--- config.mk ---
export PLATFORM = sky130hd
export DESIGN_NAME = four_phase_sink
export DESIGN_NICKNAME = d
export VERILOG_FILES = /design/src/rtl/four_phase_sink.sv
export SDC_FILE = /design/constraint.sdc
export NUM_CORES = 1
export LEC_CHECK = 0
export ABC_AREA = 0
export CORE_MARGIN = 8
export CORE_UTILIZATION = 25
export CTS_CLUSTER_SIZE = 8
export DETAILED_ROUTE_END_ITERATION = 8
export PLACE_DENSITY = 0.53
export SYNTH_ARGS = -nofsm -noshare
export SYNTH_HDL_FRONTEND = slang
export SYNTH_SLANG_ARGS = --single-unit
--- constraint.sdc ---
create_clock -name clk -period 7.1 [get_ports clk]
set_clock_uncertainty 0.05 [all_clocks]
set_input_delay 1.42 -clock clk [delete_from_list [all_inputs] [get_ports clk]]
set_output_delay 1.42 -clock clk [all_outputs]
set_load 0.005 [all_outputs]
--- src/rtl/four_phase_sink.sv ---
// four_phase_sink
// Clocked consumer end of a four-phase bundled-data handshake. The request is
// brought into the clock domain through a synchronizer chain. Each accepted
// token is written into a small show-ahead FIFO, and the FIFO contents are
// presented downstream as a valid/ready stream. The acknowledge is a dedicated
// flop, so the pipeline never sees a combinational glitch on it.

module four_phase_sink #(
  parameter int DATA_W      = 16,
  parameter int DEPTH       = 4,
  parameter int SYNC_STAGES = 2
) (
  input  logic                       clk,
  input  logic                       rst_n,
  input  logic                       hs_req,
  input  logic [DATA_W-1:0]          hs_data,
  output logic                       hs_ack,
  output logic                       m_valid,
  input  logic                       m_ready,
  output logic [DATA_W-1:0]          m_data,
  output logic [$clog2(DEPTH):0]     fifo_count,
  output logic [15:0]                xfer_count
);

  localparam int AW = $clog2(DEPTH);
  localparam int CW = AW + 1;

  typedef enum logic [0:0] {
    ST_IDLE = 1'b0,
    ST_ACK  = 1'b1
  } state_t;

  // ------------------------------------------------------------------
  // Request synchronizer
  // ------------------------------------------------------------------
  logic [SYNC_STAGES-1:0] sync_r;
  logic                   req_sync_s;

  // Shift the asynchronous request through the synchronizer chain
  always_ff @(posedge clk or negedge rst_n) begin
    if (!rst_n) begin
      sync_r <= '0;
    end else begin
      sync_r <= {sync_r[SYNC_STAGES-2:0], hs_req};
    end
  end

  assign req_sync_s = sync_r[SYNC_STAGES-1];

  // ------------------------------------------------------------------
  // FIFO status, derived from the registered occupancy
  // ------------------------------------------------------------------
  logic [CW-1:0]     count_r;
  logic [CW-1:0]     count_next_s;
  logic [CW-1:0]     wr_ptr_r;
  logic [CW-1:0]     wr_ptr_next_s;
  logic [CW-1:0]     rd_ptr_r;
  logic [CW-1:0]     rd_ptr_next_s;
  logic [DATA_W-1:0] mem_r [DEPTH];
  logic              full_s;
  logic              empty_s;
  logic              push_s;
  logic              pop_s;

  // Full is judged on the current occupancy only, so a same-cycle pop
  // cannot open room for a push while full.
  assign full_s  = (count_r == CW'(DEPTH));
  assign empty_s = (count_r == CW'(1'b0));
  assign pop_s   = (!empty_s) && m_ready;

  // ------------------------------------------------------------------
  // Handshake FSM (state register / next state / outputs)
  // ------------------------------------------------------------------
  state_t state_r;
  state_t state_next_s;
  logic   ack_r;
  logic   ack_next_s;

  // State register for the handshake controller
  always_ff @(posedge clk or negedge rst_n) begin
    if (!rst_n) begin
      state_r <= ST_IDLE;
    end else begin
      state_r <= state_next_s;
    end
  end

  // Next-state logic: accept a token only when there is room; hold in ACK
  // until the synchronized request returns to zero
  always_comb begin
    state_next_s = state_r;
    case (state_r)
      ST_IDLE: begin
        if (req_sync_s && !full_s) begin
          state_next_s = ST_ACK;
        end else begin
          state_next_s = ST_IDLE;
        end
      end
      ST_ACK: begin
        if (!req_sync_s) begin
          state_next_s = ST_IDLE;
        end else begin
          state_next_s = ST_ACK;
        end
      end
      default: begin
        state_next_s = ST_IDLE;
      end
    endcase
  end

  // Output logic: a push happens only on the IDLE->ACK transition; the next
  // acknowledge level follows the next state
  always_comb begin
    push_s     = 1'b0;
    ack_next_s = 1'b0;
    case (state_r)
      ST_IDLE: begin
        if (req_sync_s && !full_s) begin
          push_s     = 1'b1;
          ack_next_s = 1'b1;
        end else begin
          push_s     = 1'b0;
          ack_next_s = 1'b0;
        end
      end
      ST_ACK: begin
        push_s = 1'b0;
        if (req_sync_s) begin
          ack_next_s = 1'b1;
        end else begin
          ack_next_s = 1'b0;
        end
      end
      default: begin
        push_s     = 1'b0;
        ack_next_s = 1'b0;
      end
    endcase
  end

  // Acknowledge flop: the pipeline sees only this register, never logic
  always_ff @(posedge clk or negedge rst_n) begin
    if (!rst_n) begin
      ack_r <= 1'b0;
    end else begin
      ack_r <= ack_next_s;
    end
  end

  // ------------------------------------------------------------------
  // FIFO datapath
  // ------------------------------------------------------------------

  // Occupancy and pointer updates; pointers carry a wrap bit and advance
  // modulo DEPTH through natural overflow of the index bits
  always_comb begin
    count_next_s  = count_r;
    wr_ptr_next_s = wr_ptr_r;
    rd_ptr_next_s = rd_ptr_r;
    case ({push_s, pop_s})
      2'b10: begin
        count_next_s = count_r + CW'(1'b1);
      end
      2'b01: begin
        count_next_s = count_r - CW'(1'b1);
      end
      default: begin
        count_next_s = count_r;
      end
    endcase
    if (push_s) begin
      wr_ptr_next_s = wr_ptr_r + CW'(1'b1);
    end else begin
      wr_ptr_next_s = wr_ptr_r;
    end
    if (pop_s) begin
      rd_ptr_next_s = rd_ptr_r + CW'(1'b1);
    end else begin
      rd_ptr_next_s = rd_ptr_r;
    end
  end

  // Pointer and occupancy registers
  always_ff @(posedge clk or negedge rst_n) begin
    if (!rst_n) begin
      count_r  <= '0;
      wr_ptr_r <= '0;
      rd_ptr_r <= '0;
    end else begin
      count_r  <= count_next_s;
      wr_ptr_r <= wr_ptr_next_s;
      rd_ptr_r <= rd_ptr_next_s;
    end
  end

  // Storage array; hs_data is sampled directly, relying on the bundled-data
  // guarantee that it is stable once the request has been synchronized
  always_ff @(posedge clk or negedge rst_n) begin
    if (!rst_n) begin
      for (int i = 0; i < DEPTH; i++) begin
        mem_r[i] <= '0;
      end
    end else begin
      if (push_s) begin
        mem_r[wr_ptr_r[AW-1:0]] <= hs_data;
      end
    end
  end

  // ------------------------------------------------------------------
  // Registered stream head
  // ------------------------------------------------------------------
  logic              m_valid_r;
  logic [DATA_W-1:0] m_data_r;
  logic [DATA_W-1:0] head_next_s;

  // Next head word. When the FIFO will hold exactly one entry and that entry
  // is being written this cycle, it has not reached the array yet, so it is
  // forwarded from hs_data. An empty FIFO keeps showing the last word.
  always_comb begin
    head_next_s = m_data_r;
    if (count_next_s == CW'(1'b0)) begin
      head_next_s = m_data_r;
    end else if (push_s && (count_next_s == CW'(1'b1))) begin
      head_next_s = hs_data;
    end else begin
      head_next_s = mem_r[rd_ptr_next_s[AW-1:0]];
    end
  end

  // Stream valid/data registers, kept in step with the occupancy register
  always_ff @(posedge clk or negedge rst_n) begin
    if (!rst_n) begin
      m_valid_r <= 1'b0;
      m_data_r  <= '0;
    end else begin
      m_valid_r <= (count_next_s != CW'(1'b0));
      m_data_r  <= head_next_s;
    end
  end

  // ------------------------------------------------------------------
  // Accepted-token counter
  // ------------------------------------------------------------------
  logic [15:0] xfer_cnt_r;
  logic [15:0] xfer_next_s;

  // Counter increment on every accepted token; wraps silently
  always_comb begin
    xfer_next_s = xfer_cnt_r;
    if (push_s) begin
      xfer_next_s = xfer_cnt_r + 16'd1;
    end else begin
      xfer_next_s = xfer_cnt_r;
    end
  end

  // Accepted-token counter register
  always_ff @(posedge clk or negedge rst_n) begin
    if (!rst_n) begin
      xfer_cnt_r <= 16'd0;
    end else begin
      xfer_cnt_r <= xfer_next_s;
    end
  end

  // ------------------------------------------------------------------
  // Outputs, all driven from flops
  // ------------------------------------------------------------------
  assign hs_ack     = ack_r;
  assign m_valid    = m_valid_r;
  assign m_data     = m_data_r;
  assign fifo_count = count_r;
  assign xfer_count = xfer_cnt_r;

endmodule
## Yosys cells after proc, flatten, opt, wreduce, memory -nomap -nowiden

Cells that the tools add are included.

| operators by class | value |
|---|---|
| reductions and logical operators | 9 |
| add/subtract/negate cells | 5 |
| muxes and demuxes | 13 |
| order comparisons | 3 |
| equality and inequality tests | 4 |
| bitwise gates (word level) | 3 |

Operators with widths:

| operator | number |
|---|---|
| 64-bit bitwise mux | 1 |
| 16-bit 2-to-1 mux | 4 |
| 16-bit binary-select mux with 2-bit select | 1 |
| 16-bit demux with 2-bit select | 1 |
| 16-bit by 1-bit adder with 16-bit output (second input constant) | 1 |
| 3-bit by 1-bit adder with 3-bit output (second input constant) | 3 |
| 3-bit >= comparator (second input constant) | 2 |
| 3-bit zero test | 2 |
| 2-bit NOT with 3-bit output | 2 |
| 3-bit one-hot mux with 2 select lines | 1 |
| 1-bit logical AND | 4 |
| 1-bit one-hot mux with 2 select lines | 2 |
| 3-bit by 1-bit equality test with 1-bit output (second input constant) | 1 |
| 3-bit equality test (second input constant) | 1 |
| 3-bit by 1-bit less-than comparator with 1-bit output (second input constant) | 1 |
| 3-bit nonzero test | 1 |
| 3-bit by 1-bit subtractor with 3-bit output (second input constant) | 1 |
| 2-bit by 1-bit equality test with 1-bit output (second input constant) | 1 |
| 2-bit equality test (second input constant) | 1 |
| 1-bit zero test | 2 |
| 1-bit 2-to-1 mux | 2 |
| 2-bit 2-to-1 mux | 1 |
| 1-bit NOT | 1 |

| word-level totals | value |
|---|---|
| register bits | 109 |
| bits of input ports | 20 |
| output and inout bits | 37 |
| word-level logic and storage cells | 50 |

## Logic depth before layout (Yosys ltp)

| logic depth | value |
|---|---|
| word-level depth | 10 |
| gate-level depth with buffers | 15 |
| gate-level depth less buffers | 11 |

## Least setup slack after synthesis

OpenSTA, ideal clock, no wires.

| path | value |
|---|---|
| path type | input-to-reg |
| start | input m_ready |
| end | register m_data_r[10] (netlist: m_data[10]) |
| arrival | 3776 ps |
| path slack | 3135 ps |
| required time | 6912 ps |
| cell stages on the path | 12 |
| buffers on the path | 2 |
| library setup time | 138 ps |
| path through | o31ai_4 -> inv_2 -> clkbuf_1 -> ha_1 -> inv_1 -> fa_1 -> nor2b_2 -> a22oi_1 -> o22a_2 -> a311oi_4 -> buf_6 -> o221ai_1 |

| on the way | value |
|---|---|
| word-level cells in the longest chain between the ends | 7 |
| elaborated cells between the ends (all ways) | 13 |
| those cells by class | 3 x eq/ne; 6 x mux; 1 x bitwise; 3 x reduce/logical |

RTL lines:

| item | RTL line | source |
|---|---|---|
| from (decl) | 19 | `input logic m_ready,` |
| 1-bit logical AND (*) | 69 | `assign pop_s = (!empty_s) && m_ready;` |
| 2-bit 2-to-1 mux | 178 | `if (pop_s) begin` |
| 2-bit NOT with 3-bit output (not written as such) | 229 | `head_next_s = mem_r[rd_ptr_next_s[AW-1:0]];` |
| 16-bit binary-select mux with 2-bit select | 229 |  |
| 16-bit 2-to-1 mux (not written as such) (2 in a row) | 229 |  |
| 16-bit 2-to-1 mux | 226 | `end else if (push_s && (count_next_s == CW'(1'b1))) begin` |
| to (signal assigned) | 240 | `m_data_r <= head_next_s;` |
| to (decl) | 216 | `logic [DATA_W-1:0] m_data_r;` |

Mark *: on every way between the ends. The rest lies on a longest branch, timed or not. The select of a mux whose other input is x is not followed.
A chain may end at the register's enable or synchronous reset.

## Final worst setup path

| path | value |
|---|---|
| start | input m_ready |
| end | register m_data_r[6] (netlist: m_data[6]) |

The elaborated chain is that of the path after synthesis.

==> impl_metrics.toml <==
[run_status]
status = "finished, final reports clean"

[floorplanning]
std_cell_rows = 53
die_w_um = 161
io_pins = 57
die_y_um = 161
core_area_mm2 = 0.0209
die_area_mm2 = 0.0261
start_util_pct = 25.3

[yosys]
synthDominantCellAreaShare_pct = 50.7
syn_nets = 589
yosysSeqAreaShare_pct = 50.7
synth_cell_types = 44
synth_warnings = 0
synth-async-reset-ratio_pct = 100
syn-cell-area_mm2 = 0.00529
ys.flop_type = "dfrtp_1"
synth_edf_count = 0
ys_seq_elements = 107
synth_area_leaders = "dfrtp_1, o21ai_0, nand2_1"
syn_inst = 562
synth_top_cell_by_area = "dfrtp_1"
syn_avg_cell_area_um2 = 9.41

[critical_path]
critPathCaptureType = "register"
worstPathRequired_ps = 7240
crit_path_top_delay_cell = "a311oi_4"
startpoint_type = "primary input"
arrival_ps = 5070
path_delay_family = "compound AO/OA/AOI/OAI gates"
max_stage_delay_ps = 740
crit_chain = "clkdlybuf4s50_1 > o31ai_4 > inv_2 > ha_1 > inv_1 > fa_1 > nor2b_2 > a22oi_1 > o22a_2 > a311oi_4 > o221ai_1"
worstSetupPathType = "primary input to register"
critical_path_buf_inv_count = 3
cp_max_fo = 52

[sta]
worstMarginPinSlew_ps = 1140
max_freq_mhz = 203
relSlewSlack_pct = 23.8
whs_ps = 301
min_period_over_period_pct = 69.5
min_period_ps = 4940
finalSetupViolCount = 0
hold_viol_final = 0
rsz0062_at_grt = "no"
drv_slew = 0
setup_tns_ps = 0

[clock_tree]
ctsRootBufferMaster = "clkbuf_16"
post_cts_resized = 0
post_cts_buffers = 0
numCtsBuffers = 9
cts_tree = "built"
cts.path.max_buffers = 2
cts_sinks = 107
worstSkewPairLatency_ps = 350
clkTransAtPathRegs_ps = 70
htree_num_levels = 3
ctsHoldBuffers = 0

[finish]
layout_common_cells = "dfrtp_1, nand2_1, o21ai_0, nor3_1, clkdlybuf4s50_1"
antenna_cells = 0
synthToLayoutAreaGrowth_pct = 18.4
num-fill-cells = 2251
final_common_cell = "dfrtp_1"
nets = 616
final_layout_size_suffix_gt1_share_pct = 5.05

[power_and_ir_drop]
ir_worst_vdd_uv = 125
power.density_mw_per_mm2 = 436
leakagePower_uw = 0.00259

[global_route]
grt_pass1_vias = 4062
grt_pass1_wl_um = 22200
gr-total-overflow = 0
grt_use_total_pct = 10.6
antenna_found_initial = 0
grt_max_degree = 77

[route]
viasPerCell = 4.65
firstDrtPassIters = 4
ant_nets = 0
drc_errors = 0
wl_per_cell_um = 15.3
wl_um = 13300
dr.first_iter.drc_count = 310
via_count = 4041

[hold_path]
hp-class = "register to register"

[placed_design]
io_buffers = 56
gp_congestion = 0.725
dp_hpwl_um = 8550

[job]
cap_violations = 0
state kept, by name, summed over array words and instances (netlist names):
register,cells
sync_r,2
hs_ack,1
wr_ptr_r,2
rd_ptr_r,2
m_valid,1
m_data,16
fifo_count,3
mem_r,64
xfer_count,16
report_power, final:
part	switching (uW)	total, uW	internal [uW]	leakage [uW]
clock network	230	469	240	0.000122
logic	602	1120	521	0.00116
registers	249	1140	890	0.00130
total	1080	2730	1650	0.00259
cells by family after synthesis:
family / count (synthesis) / share of synthesized area, %
xor+xnor: 22 / 3.79
flops: 107 / 50.7
mux: 17 / 3.24
simple gates: 190 / 16.4
compound gates: 150 / 17.9
fa+ha+maj: 7 / 1.80
buf+inv: 69 / 6.20
cells in the mapped netlist (2+ instances only):
master	number
dfrtp_1	107
nand2_1	93
o21ai_0	86
nor3_1	64
a211oi_1	30
inv_1	24
clkbuf_1	17
mux2i_1	16
o221ai_1	16
buf_2	14
xnor2_1	14
o21ai_1	9
buf_4	7
xor2_1	7
ha_1	6
nand4_1	6
nor2_1	6
nand3_1	5
buf_1	3
and2_1	2
and3_1	2
and4_1	2
buf_6	2
nand2_2	2
nor2b_1	2
or3_1	2
cell type report:
class / count / area (um2) / area share [%]
Clock buffer: 11 / 233 / 3.72
Clock inverter: 5 / 40.0 / 0.640
Inverter: 25 / 93.8 / 1.50
Multi-Input combinational cell: 386 / 2280 / 36.4
Sequential cell: 107 / 2680 / 42.8
Tap cell: 275 / 344 / 5.50
Timing Repair Buffer: 60 / 588 / 9.40
routing by layer:
layer	GRT usage (%)	routed length, um
met1	13.8	6560
met2	16.8	6090
met3	2.72	487
met4	3.37	180
met5	0	0
worst register-to-register path: stages (launching register included):
cell and delay [ps]:
dfrtp_1 550, or3b_1 500, and2_1 360, inv_1 140
ha_1 220, inv_1 70, fa_1 470, nor2b_2 200
a22oi_1 90, o22a_2 260, a311oi_4 740, o221ai_1 230
final timing paths:
path                          startpoint  slack (ps)         to  depth (start not counted)
max in group asynchronous          rst_n        4700  mem_r[48]                          2
min                            sync_r[0]         300  sync_r[1]                          0
max                              m_ready        2160  m_data[6]                         11
max reg2reg                fifo_count[0]        3050  m_data[6]                         11
min reg2reg                    sync_r[0]         300  sync_r[1]                          0
min in group asynchronous          rst_n         950   mem_r[7]                          1
through the flow:
step	setup slack (ps)	std cells	cell area [um2]	util, %	total power [uW]
floorplan	3140	562	5290	-	1910
global placement	1870	853	5990	28.7	2260
detailed placement	1780	853	5990	28.7	2290
CTS	2160	869	6260	30.0	2770
global route	1980	869	6260	30.0	2970
finish	2160	869	6260	30.0	2730
No activity file was read; power rests on OpenSTA's default activity.
